File: config.mk
export PLATFORM = sky130hd
export DESIGN_NAME = ysyx_23060201_idu_stage_flat
export DESIGN_NICKNAME = d
export VERILOG_FILES = /design/src/rtl/ysyx_23060201_idu_stage_if.sv /design/src/rtl/ysyx_23060201_idu_stage.sv /design/src/flat_wrapper.sv
export SDC_FILE = /design/constraint.sdc
export NUM_CORES = 1
export LEC_CHECK = 0
export ABC_AREA = 1
export CORE_MARGIN = 4
export CORE_UTILIZATION = 35
export CTS_CLUSTER_SIZE = 28
export DETAILED_ROUTE_END_ITERATION = 10
export PLACE_DENSITY = 0.51
export RECOVER_POWER = 50
export SETUP_SLACK_MARGIN = 0.1
export SYNTH_ARGS = -nofsm -noshare
export SYNTH_HDL_FRONTEND = slang
export SYNTH_SLANG_ARGS = --single-unit
File: constraint.sdc
create_clock -name clk -period 6.5 [get_ports clk]
set_clock_uncertainty 0.15 [all_clocks]
set_input_delay 1.625 -clock clk [delete_from_list [all_inputs] [get_ports clk]]
set_output_delay 1.625 -clock clk [all_outputs]
set_load 0.005 [all_outputs]
File: src/rtl/ysyx_23060201_idu_stage_if.sv
// rtl/ysyx_23060201_idu_stage_if.sv - handshake and decoded-field bundle for the decode stage
interface ysyx_23060201_idu_stage_if #(
    parameter int XLEN  = 32,
    parameter int DEPTH = 4
);
    localparam int CW = $clog2(DEPTH) + 1;

    logic            flush;
    logic            in_valid;
    logic            in_ready;
    logic [31:0]     in_inst;
    logic [XLEN-1:0] in_pc;
    logic            out_valid;
    logic            out_ready;
    logic [XLEN-1:0] out_pc;
    logic [XLEN-1:0] out_imm;
    logic [6:0]      out_op;
    logic [4:0]      out_rd;
    logic [2:0]      out_func3;
    logic [6:0]      out_func7;
    logic [4:0]      out_raddr1;
    logic [4:0]      out_raddr2;
    logic [1:0]      out_gpr_ren;
    logic            out_illegal;
    logic            out_ebreak;
    logic [CW-1:0]   count;

    modport master (
        output flush, in_valid, in_inst, in_pc, out_ready,
        input  in_ready, out_valid, out_pc, out_imm, out_op, out_rd, out_func3, out_func7,
               out_raddr1, out_raddr2, out_gpr_ren, out_illegal, out_ebreak, count
    );

    modport slave (
        input  flush, in_valid, in_inst, in_pc, out_ready,
        output in_ready, out_valid, out_pc, out_imm, out_op, out_rd, out_func3, out_func7,
               out_raddr1, out_raddr2, out_gpr_ren, out_illegal, out_ebreak, count
    );
endinterface

File: src/rtl/ysyx_23060201_idu_stage.sv
// rtl/ysyx_23060201_idu_stage.sv - instruction queue feeding a registered RV decode stage
module ysyx_23060201_idu_stage #(
    parameter int XLEN  = 32,
    parameter int DEPTH = 4
) (
    input  logic                      clk,
    input  logic                      rst,
    ysyx_23060201_idu_stage_if.slave  bus
);
    localparam int          AW   = $clog2(DEPTH);
    localparam logic [AW:0] FULL = (AW + 1)'(DEPTH);

    localparam logic [6:0] OP_R   = 7'b0110011;
    localparam logic [6:0] OP_I   = 7'b0010011;
    localparam logic [6:0] OP_IL  = 7'b0000011;
    localparam logic [6:0] OP_S   = 7'b0100011;
    localparam logic [6:0] OP_B   = 7'b1100011;
    localparam logic [6:0] OP_U   = 7'b0110111;
    localparam logic [6:0] OP_UPC = 7'b0010111;
    localparam logic [6:0] OP_J   = 7'b1101111;
    localparam logic [6:0] OP_JR  = 7'b1100111;
    localparam logic [6:0] OP_SYS = 7'b1110011;
    localparam logic [6:0] OP_IW  = 7'b0011011;
    localparam logic [6:0] OP_RW  = 7'b0111011;

    typedef struct packed {
        logic [XLEN-1:0] pc;
        logic [31:0]     inst;
    } entry_t;

    typedef struct packed {
        logic [XLEN-1:0] pc;
        logic [XLEN-1:0] imm;
        logic [6:0]      op;
        logic [4:0]      rd;
        logic [2:0]      func3;
        logic [6:0]      func7;
        logic [4:0]      raddr1;
        logic [4:0]      raddr2;
        logic [1:0]      gpr_ren;
        logic            illegal;
        logic            ebreak;
    } dec_t;

    entry_t        mem_q [DEPTH];
    entry_t        mem_d [DEPTH];
    logic [AW-1:0] rd_ptr_q, rd_ptr_d, wr_ptr_q, wr_ptr_d;
    logic [AW:0]   count_q, count_d;
    logic          out_valid_q, out_valid_d;
    dec_t          out_q, out_d, dec;

    logic          in_ready, push, pop;
    logic [31:0]   inst, imm32;
    logic [31:0]   i_imm, s_imm, b_imm, u_imm, j_imm;

    // in_ready depends only on registered occupancy, never on out_ready
    assign in_ready = (count_q < FULL);
    assign push     = bus.in_valid && in_ready;
    assign pop      = (count_q != '0) && (!out_valid_q || bus.out_ready);

    assign inst  = mem_q[rd_ptr_q].inst;
    assign i_imm = {{20{inst[31]}}, inst[31:20]};
    assign s_imm = {{20{inst[31]}}, inst[31:25], inst[11:7]};
    assign b_imm = {{20{inst[31]}}, inst[7], inst[30:25], inst[11:8], 1'b0};
    assign u_imm = {inst[31:12], 12'h000};
    assign j_imm = {{12{inst[31]}}, inst[19:12], inst[20], inst[30:21], 1'b0};

    always_comb begin
        dec         = '0;
        imm32       = '0;
        dec.pc      = mem_q[rd_ptr_q].pc;
        dec.op      = inst[6:0];
        dec.rd      = inst[11:7];
        dec.func3   = inst[14:12];
        dec.func7   = inst[31:25];
        dec.raddr1  = inst[19:15];
        dec.raddr2  = inst[24:20];
        case (inst[6:0])
            OP_R:              dec.gpr_ren = 2'b11;
            OP_I, OP_IL, OP_JR: begin imm32 = i_imm; dec.gpr_ren = 2'b01; end
            OP_SYS:            imm32 = i_imm;
            OP_S:              begin imm32 = s_imm; dec.gpr_ren = 2'b11; end
            OP_B:              begin imm32 = b_imm; dec.gpr_ren = 2'b11; end
            OP_U, OP_UPC:      begin imm32 = u_imm; dec.func3 = 3'b000; end
            OP_J:              imm32 = j_imm;
            OP_IW: begin
                if (XLEN == 64) begin imm32 = i_imm; dec.gpr_ren = 2'b01; end
                else            dec.illegal = 1'b1;
            end
            OP_RW: begin
                if (XLEN == 64) dec.gpr_ren = 2'b11;
                else            dec.illegal = 1'b1;
            end
            default:           dec.illegal = 1'b1;
        endcase
        if (inst[1:0] != 2'b11) dec.illegal = 1'b1;
        if (dec.illegal) begin
            dec.gpr_ren = 2'b00;
            imm32       = '0;
        end
        dec.imm       = {XLEN{imm32[31]}};
        dec.imm[31:0] = imm32;
        dec.ebreak    = (inst == 32'h0010_0073);
    end

    always_comb begin
        mem_d       = mem_q;
        rd_ptr_d    = rd_ptr_q;
        wr_ptr_d    = wr_ptr_q;
        count_d     = count_q;
        out_valid_d = out_valid_q;
        out_d       = out_q;
        if (bus.flush) begin
            rd_ptr_d    = '0;
            wr_ptr_d    = '0;
            count_d     = '0;
            out_valid_d = 1'b0;
        end else begin
            if (push) begin
                mem_d[wr_ptr_q] = {bus.in_pc, bus.in_inst};
                wr_ptr_d        = wr_ptr_q + 1'b1;
            end
            if (pop) begin
                rd_ptr_d    = rd_ptr_q + 1'b1;
                out_d       = dec;
                out_valid_d = 1'b1;
            end else if (bus.out_ready) begin
                out_valid_d = 1'b0;
            end
            count_d = count_q + {{AW{1'b0}}, push} - {{AW{1'b0}}, pop};
        end
    end

    always_ff @(posedge clk) begin
        if (rst) begin
            rd_ptr_q    <= '0;
            wr_ptr_q    <= '0;
            count_q     <= '0;
            out_valid_q <= 1'b0;
            out_q       <= '0;
        end else begin
            rd_ptr_q    <= rd_ptr_d;
            wr_ptr_q    <= wr_ptr_d;
            count_q     <= count_d;
            out_valid_q <= out_valid_d;
            out_q       <= out_d;
        end
        mem_q <= mem_d;
    end

    assign bus.in_ready    = in_ready;
    assign bus.count       = count_q;
    assign bus.out_valid   = out_valid_q;
    assign bus.out_pc      = out_q.pc;
    assign bus.out_imm     = out_q.imm;
    assign bus.out_op      = out_q.op;
    assign bus.out_rd      = out_q.rd;
    assign bus.out_func3   = out_q.func3;
    assign bus.out_func7   = out_q.func7;
    assign bus.out_raddr1  = out_q.raddr1;
    assign bus.out_raddr2  = out_q.raddr2;
    assign bus.out_gpr_ren = out_q.gpr_ren;
    assign bus.out_illegal = out_q.illegal;
    assign bus.out_ebreak  = out_q.ebreak;
endmodule

File: src/flat_wrapper.sv
// flat-port wrapper written by rule: the top's interface ports become plain ports
module ysyx_23060201_idu_stage_flat 
#(
    parameter int XLEN  = 32,
    parameter int DEPTH = 4
)
  (clk, rst, bus_flush, bus_in_valid, bus_in_inst, bus_in_pc, bus_out_ready, bus_in_ready, bus_out_valid, bus_out_pc, bus_out_imm, bus_out_op, bus_out_rd, bus_out_func3, bus_out_func7, bus_out_raddr1, bus_out_raddr2, bus_out_gpr_ren, bus_out_illegal, bus_out_ebreak, bus_count);
  ysyx_23060201_idu_stage_if #(.XLEN(XLEN), .DEPTH(DEPTH)) bus_i ();
  input  logic clk;
  input  logic rst;
  input wire logic [$bits(bus_i.flush)-1:0] bus_flush;
  input wire logic [$bits(bus_i.in_valid)-1:0] bus_in_valid;
  input wire logic [$bits(bus_i.in_inst)-1:0] bus_in_inst;
  input wire logic [$bits(bus_i.in_pc)-1:0] bus_in_pc;
  input wire logic [$bits(bus_i.out_ready)-1:0] bus_out_ready;
  output wire logic [$bits(bus_i.in_ready)-1:0] bus_in_ready;
  output wire logic [$bits(bus_i.out_valid)-1:0] bus_out_valid;
  output wire logic [$bits(bus_i.out_pc)-1:0] bus_out_pc;
  output wire logic [$bits(bus_i.out_imm)-1:0] bus_out_imm;
  output wire logic [$bits(bus_i.out_op)-1:0] bus_out_op;
  output wire logic [$bits(bus_i.out_rd)-1:0] bus_out_rd;
  output wire logic [$bits(bus_i.out_func3)-1:0] bus_out_func3;
  output wire logic [$bits(bus_i.out_func7)-1:0] bus_out_func7;
  output wire logic [$bits(bus_i.out_raddr1)-1:0] bus_out_raddr1;
  output wire logic [$bits(bus_i.out_raddr2)-1:0] bus_out_raddr2;
  output wire logic [$bits(bus_i.out_gpr_ren)-1:0] bus_out_gpr_ren;
  output wire logic [$bits(bus_i.out_illegal)-1:0] bus_out_illegal;
  output wire logic [$bits(bus_i.out_ebreak)-1:0] bus_out_ebreak;
  output wire logic [$bits(bus_i.count)-1:0] bus_count;
  assign bus_i.flush = bus_flush;
  assign bus_i.in_valid = bus_in_valid;
  assign bus_i.in_inst = bus_in_inst;
  assign bus_i.in_pc = bus_in_pc;
  assign bus_i.out_ready = bus_out_ready;
  assign bus_in_ready = bus_i.in_ready;
  assign bus_out_valid = bus_i.out_valid;
  assign bus_out_pc = bus_i.out_pc;
  assign bus_out_imm = bus_i.out_imm;
  assign bus_out_op = bus_i.out_op;
  assign bus_out_rd = bus_i.out_rd;
  assign bus_out_func3 = bus_i.out_func3;
  assign bus_out_func7 = bus_i.out_func7;
  assign bus_out_raddr1 = bus_i.out_raddr1;
  assign bus_out_raddr2 = bus_i.out_raddr2;
  assign bus_out_gpr_ren = bus_i.out_gpr_ren;
  assign bus_out_illegal = bus_i.out_illegal;
  assign bus_out_ebreak = bus_i.out_ebreak;
  assign bus_count = bus_i.count;
  ysyx_23060201_idu_stage #(.XLEN(XLEN), .DEPTH(DEPTH)) u_core (.clk(clk), .rst(rst), .bus(bus_i));
endmodule
==> flow_summary_export.csv, run 1 <==
group,metric,value,unit
sta,slew_viol_final,65,
clock_tree,cts_setup_buffers,0,
worst_setup_path,cp.required,6.81,ns
logic_synthesis,syn_area_per_cell,10.5,sq um
worst_setup_path,path_max_fanout,98,
worst_setup_path,worstPathArrival,4.74,ns
drt,totalWireLength,38.0,mm
die,dieArea,45300,sq um
logic_synthesis,synth_cells,1399,
layout,post-route-util,43.8,%
clock_tree,numCtsBuffers,41,
power_and_ir_drop,vdd_drop_max,0.191,mV
sta,timing.final.crit_period,4.43,ns
die,pin_count,174,
sta,finalHoldViolations,0,
worst_setup_path,cp_num_buf_inv,3,
logic_synthesis,ys.warnings.count,0,
worst_setup_path,slowest_delay,0.79,ns
placement,hpwl,23.1,mm
hold_path,worstHoldPathType,"reg -> reg",
run_status,violations,"max-capacitance violations, max-slew violations",
worst_setup_path,startpoint,"bus_out_ready",
die,core_area,41200,sq um
run,drv_cap,1,
logic_synthesis,ys_seq_elements,364,
die,die_w,213,um
global_routing,grt_pass1_wl,58.4,mm
clock_tree,cts_max_level,2,
hold_path,hold_depth,2,
sta,timing.fmax,226,MHz
logic_synthesis,yosysSeqAreaShare,67.0,%
drt,viasPerCell,4.83,
global_routing,grt-ovfl-total,0,
drt,first_pass_iters,4,
clock_tree,clock_path_buffers,3,
hold_path,worstHoldStart,"u_core.bus.out_imm[0]",
global_routing,grt_max_degree,99,
clock_tree,clk_latency,0.55,ns
sta,worst_slew_pin_slew,2.15,ns
worst_setup_path,crit_type,"in -> reg",
worst_setup_path,critPathCaptureType,"flop",
placement,port_buffers,173,
power_and_ir_drop,leakage,6.80,nW
sta,setup_viol,0,
worst_setup_path,cp-start-kind,"input port",
layout,final_nets,1623,
run_status,outcome,"complete, but fails checks",
worst_setup_path,crit_chain,"dlygate4sd3_1 > nor2_1 > a31oi_1 > nand2_4 > clkinv_2 > buf_4 > o21ai_0 > a21oi_1",
sta,fin_tns_setup,0,ns
logic_synthesis,synth_area,14700,sq um
layout,area_growth,22.8,%
clock_tree,clock-root-buffer,"clkbuf_16",
clock_tree,clkSinkCount,364,
layout,drive_above_1_share,8.04,%
sta,relSlewSlack,-43.4,%
clock_tree,cts_tree,"yes",
logic_synthesis,syn-num-nets,1475,
drt,vias,10207,
drt,postRouteAntennaNets,0,
layout,final_common_cell,"nand2_1",
die,initial_core_util,35.7,%
die,die_h,213,um
global_routing,grt_pass1_vias,9916,
drt,drc,0,
clock_tree,hold_buffers,0,
placement,gp_congestion,0.813,
worst_setup_path,reg2regPathDepth,12,
global_routing,grt_antenna_before_repair,9,
die,rows,74,
worst_setup_path,worstReg2RegStart,"u_core.rd_ptr_q[0]",
logic_synthesis,synth.distinct_cells,38,
sta,min_period_over_period,68.1,%
worst_setup_path,cp.depth,8,
worst_setup_path,crit_family,"buffers and inverters",
clock_tree,cts_resized,0,
power_and_ir_drop,p_per_area,353,nW/um^2
sta,rsz0062_at_grt,"false",
worst_setup_path,crit_path_top_delay_cell,"buf_4",
global_routing,grtUsageTotal,16.5,%
layout,mostFrequentLayoutCells,"335 x nand2_1, 256 x edfxtp_1, 159 x nor2_1, 117 x o21ai_0, 116 x dlygate4sd3_1",
clock_tree,clkTransAtPathRegs,0.06,ns
drt,drt-wirelength-per-cell,18.0,um
drt,initialDrtViolationCount,511,
stage by stage:
step	setup slack (ns)	std cells	hold WS (ns)	area (sq um)	power (mW)
after floorplan	1.31	1399	0.312	14700	3.67
after global placement	1.67	2036	0.303	16800	4.27
after detailed placement	1.58	2036	0.306	16800	4.28
after CTS	2.15	2111	0.315	18100	6.49
after global routing	1.78	2111	0.330	18100	6.73
final	2.07	2112	0.311	18100	6.37
cells in the mapped netlist (all sizes together):
cell type / number / area share (%)
nand3b: 2 / 0.13
nor3: 3 / 0.10
nand2: 349 / 9.2
a21oi: 104 / 4.0
clkbuf: 40 / 1.0
a31oi: 6 / 0.26
inv: 71 / 1.8
xor2: 1 / 0.060
o21ai: 122 / 4.2
o211ai: 13 / 0.77
fa: 1 / 0.14
edfxtp: 256 / 52
buf: 43 / 2.1
ha: 6 / 0.51
clkinv: 3 / 0.077
nand3: 70 / 2.6
xnor2: 1 / 0.060
dfxtp: 108 / 15
nor2: 166 / 4.5
or2: 1 / 0.043
o22ai: 33 / 1.4
final timing paths:
kind | end | slack (ns)
setup / recovery | u_core.bus.out_func3[0] | 2.07
hold / removal | u_core.bus.out_imm[0] | 0.31
setup reg to reg | u_core.bus.out_imm[14] | 2.92
hold reg to reg | u_core.bus.out_imm[0] | 0.31
state kept, by name, summed over array words and instances (netlist names):
signal	cells
u_core.bus.out_func7	7
u_core.rd_ptr_q	2
u_core.bus.out_imm	32
u_core.bus.out_pc	32
u_core.bus.out_raddr2	5
u_core.bus.count	3
u_core.bus.out_gpr_ren	2
u_core.bus.out_valid	1
u_core.wr_ptr_q	2
u_core.bus.out_rd	5
u_core.bus.out_ebreak	1
u_core.bus.out_op	7
u_core.bus.out_func3	3
u_core.bus.out_illegal	1
u_core.bus.out_raddr1	5
u_core.mem_q	256
metal layers:
| metal | part of all wire [%] | global-route usage, % | vias up |
|---|---|---|---|
| li1 | - | - | 5082 |
| met1 | 46 | 22.7 | 4828 |
| met2 | 46 | 26.6 | 224 |
| met3 | 5.9 | 3.97 | 61 |
| met4 | 1.6 | 3.86 | 12 |
| met5 | 0.18 | 0 | - |
power breakdown:
part | internal, mW | switching (mW) | total (mW)
clock | 1.28 | 0.901 | 2.19
combinational | 0.491 | 0.887 | 1.38
sequential | 2.68 | 0.129 | 2.81
total | 4.45 | 1.92 | 6.37
area by class of cell:
class | instances | area (sq um)
Fill cell | 3855 | 23100
Sequential cell | 364 | 9850
Multi-Input combinational cell | 878 | 4140
Timing Repair Buffer | 188 | 1840
Clock buffer | 56 | 1110
Tap cell | 532 | 666
Inverter | 74 | 284
Clock inverter | 19 | 163
Antenna cell | 1 | 2.50
worst register-to-register path: stages (launching register included):
cell     delay, ns
dfxtp_4       0.73
inv_6         0.34
nand2_1       0.21
nand3_1       0.08
nand2_1       0.19
nand2_1       0.09
nor2_2        0.69
nand2_2       0.19
nand3_4       0.18
nand2_2       0.25
nand2_1       0.18
nand2_1       0.08
a21oi_2       0.15
kinds of logic after synthesis:
kind of cell | count (synthesis) | synth area share (%)
AND/OR/NAND/NOR | 591 | 16.5
flip-flops | 364 | 67.0
AO/OA/AOI/OAI | 278 | 10.7
buffers and inverters | 157 | 5.02
adder cells (fa/ha/maj) | 7 | 0.647
XOR/XNOR | 2 | 0.119
Note: power is estimated with default switching activity, not from simulation.
==> run 2, diff against run 1 <==
- clock period: 6.5 -> 4.45 ns (I/O delays scaled with it)
==> run 2 against run 1 <==
The run still ends with max-capacitance violations, max-slew violations left. Worst setup slack lost 1.3 ns. Routed wire length shrank 0.70%. Design area grew 0.94%. Flip-flop and latch count is the same. Count of clock-buffer cells in the layout grew 10. Core utilization grew 0.41 points. Critical path type unchanged.
==> flow_summary_export.csv, run 2 (same netlist as run 1, synthesis figures left out) <==
group,metric,value,unit
sta,worst_slew_pin_slew,2.06,ns
clock_tree,cts_max_level,2,
layout,final_common_cell,"nand2_1",
drt,viasPerCell,4.83,
drt,totalWireLength,37.7,mm
layout,fill_cells,3921,
placement,place_area,17000,sq um
power_and_ir_drop,intPower,6.62,mW
worst_setup_path,crit_type,"in -> reg",
worst_setup_path,cp.required,4.42,ns
global_routing,grt_pass1_wl,58.0,mm
placement,port_buffers,173,
power_and_ir_drop,seqPwrFrac,43.5,%
power_and_ir_drop,leakage,6.77,nW
die,core_area,41200,sq um
power_and_ir_drop,pwr-share-clk,34.6,%
power_and_ir_drop,vdd_drop_max,0.277,mV
clock_tree,cts_resized,0,
sta,rsz0062_at_grt,"false",
sta,min_period_over_period,81.8,%
run_status,outcome,"complete, but fails checks",
die,rows,74,
sta,timing.fmax,275,MHz
worst_setup_path,cp-start-kind,"input port",
clock_tree,hold_buffers,0,
worst_setup_path,critPathCaptureType,"flop",
clock_tree,clkTransAtPathRegs,0.06,ns
layout,area_growth,24.0,%
power_and_ir_drop,p_switching,2.78,mW
die,initial_core_util,35.7,%
global_routing,grt_pass1_vias,9954,
drt,initialDrtViolationCount,494,
sta,slew_viol_final,141,
power_and_ir_drop,combPwrFrac,21.9,%
clock_tree,numCtsBuffers,41,
drt,postRouteAntennaNets,0,
drt,drc,0,
die,dieArea,45300,sq um
placement,placedCellCount,2045,
global_routing,grt_max_degree,110,
sta,relSlewSlack,-37.3,%
run,drv_cap,4,
clock_tree,clock-root-buffer,"clkbuf_16",
sta,setup_viol,0,
run_status,violations,"max-capacitance violations, max-slew violations",
placement,hpwl,23.6,mm
layout,drive_above_1_share,8.81,%
hold_path,hold_depth,2,
layout,largest_register_ffs,256,
die,die_w,213,um
worst_setup_path,worstPathArrival,3.61,ns
layout,mostFrequentLayoutCells,"335 x nand2_1, 256 x edfxtp_1, 159 x nor2_1, 117 x o21ai_0, 106 x dfxtp_1",
sta,finalWorstSetupSlack,0.809,ns
hold_path,worstHoldPathType,"reg -> reg",
drt,first_pass_iters,5,
sta,timing.final.crit_period,3.64,ns
worst_setup_path,path_max_fanout,64,
drt,drt-wirelength-per-cell,17.8,um
clock_tree,clk_latency,0.54,ns
global_routing,grtUsageTotal,16.4,%
layout,largest-register,"u_core.mem_q",
global_routing,grt-ovfl-total,0,
layout,final_cells,2124,
placement,gp_congestion,0.813,
sta,finalHoldViolations,0,
power_and_ir_drop,swShare,29.6,%
clock_tree,clock_path_buffers,3,
clock_tree,cts_setup_buffers,0,
placement,dpl_worst_slack,0.914,ns
clock_tree,cts_tree,"yes",
global_routing,grt_antenna_before_repair,11,
layout,final_nets,1632,
die,pin_count,174,
worst_setup_path,reg2regPathDepth,13,
drt,vias,10262,
power_and_ir_drop,p_per_area,516,nW/um^2
clock_tree,clkSinkCount,364,
sta,fin_tns_setup,0,ns
layout,fin_area,18200,sq um
die,die_h,213,um
[run 2: power groups by stage]
stage / Combinational (mW) / Clock (mW) / Sequential (mW)
5_1_grt: 2.32 / 3.47 / 4.12
6_report: 2.06 / 3.25 / 4.09
3_5_place_dp: 2.13 / 0 / 4.15
4_1_cts: 2.14 / 3.34 / 4.09
2_1_floorplan: 1.26 / 0 / 4.11
3_3_place_gp: 2.10 / 0 / 4.16
[run 2: path summary, 6_finish.rpt]
check,start,endpoint,slack (ns)
worst max-delay path,bus_flush,u_core.mem_q[230],0.81
worst min-delay path,u_core.bus.out_pc[27],u_core.bus.out_pc[27],0.31
worst max register to register,u_core.rd_ptr_q[0],u_core.bus.out_imm[24],1.31
worst min register to register,u_core.bus.out_pc[27],u_core.bus.out_pc[27],0.31
[run 2: metrics by stage]
| stage | hold slack [ns] | total power [mW] | utilization (%) |
|---|---|---|---|
| finish | 0.312 | 9.40 | 44.2 |
| global route | 0.331 | 9.91 | 44.2 |
| CTS | 0.314 | 9.56 | 44.3 |
| detailed placement | 0.306 | 6.28 | 41.2 |
| global placement | 0.303 | 6.26 | 41.2 |
| floorplan | 0.312 | 5.36 | - |
[run 2: critical path, cell delays in order]
cell and delay (ns):
dlygate4sd3_1 0.56, inv_1 0.12, nand2_1 0.19, nor2_4 0.11, clkbuf_2 1.46
[run 2: cell type report]
cell class / instances / area [sq um] / area share [%]
multi-input cells: 878 / 4140 / 22.7
clock buffers: 66 / 1220 / 6.71
flip-flops and latches: 364 / 9850 / 54.1
diodes: 3 / 7.51 / 0.0412
inverters: 74 / 284 / 1.56
well taps: 532 / 666 / 3.65
repair buffers: 197 / 1980 / 10.9
clock inverters: 10 / 78.8 / 0.432
[run 2: metal layers]
metal / wire length (um) / share of wire (%) / track usage [%]
met1: 17300 / 46 / 22.2
met2: 17300 / 46 / 26.7
met3: 2250 / 6.0 / 3.92
met4: 825 / 2.2 / 4.44
met5: 81 / 0.21 / 0
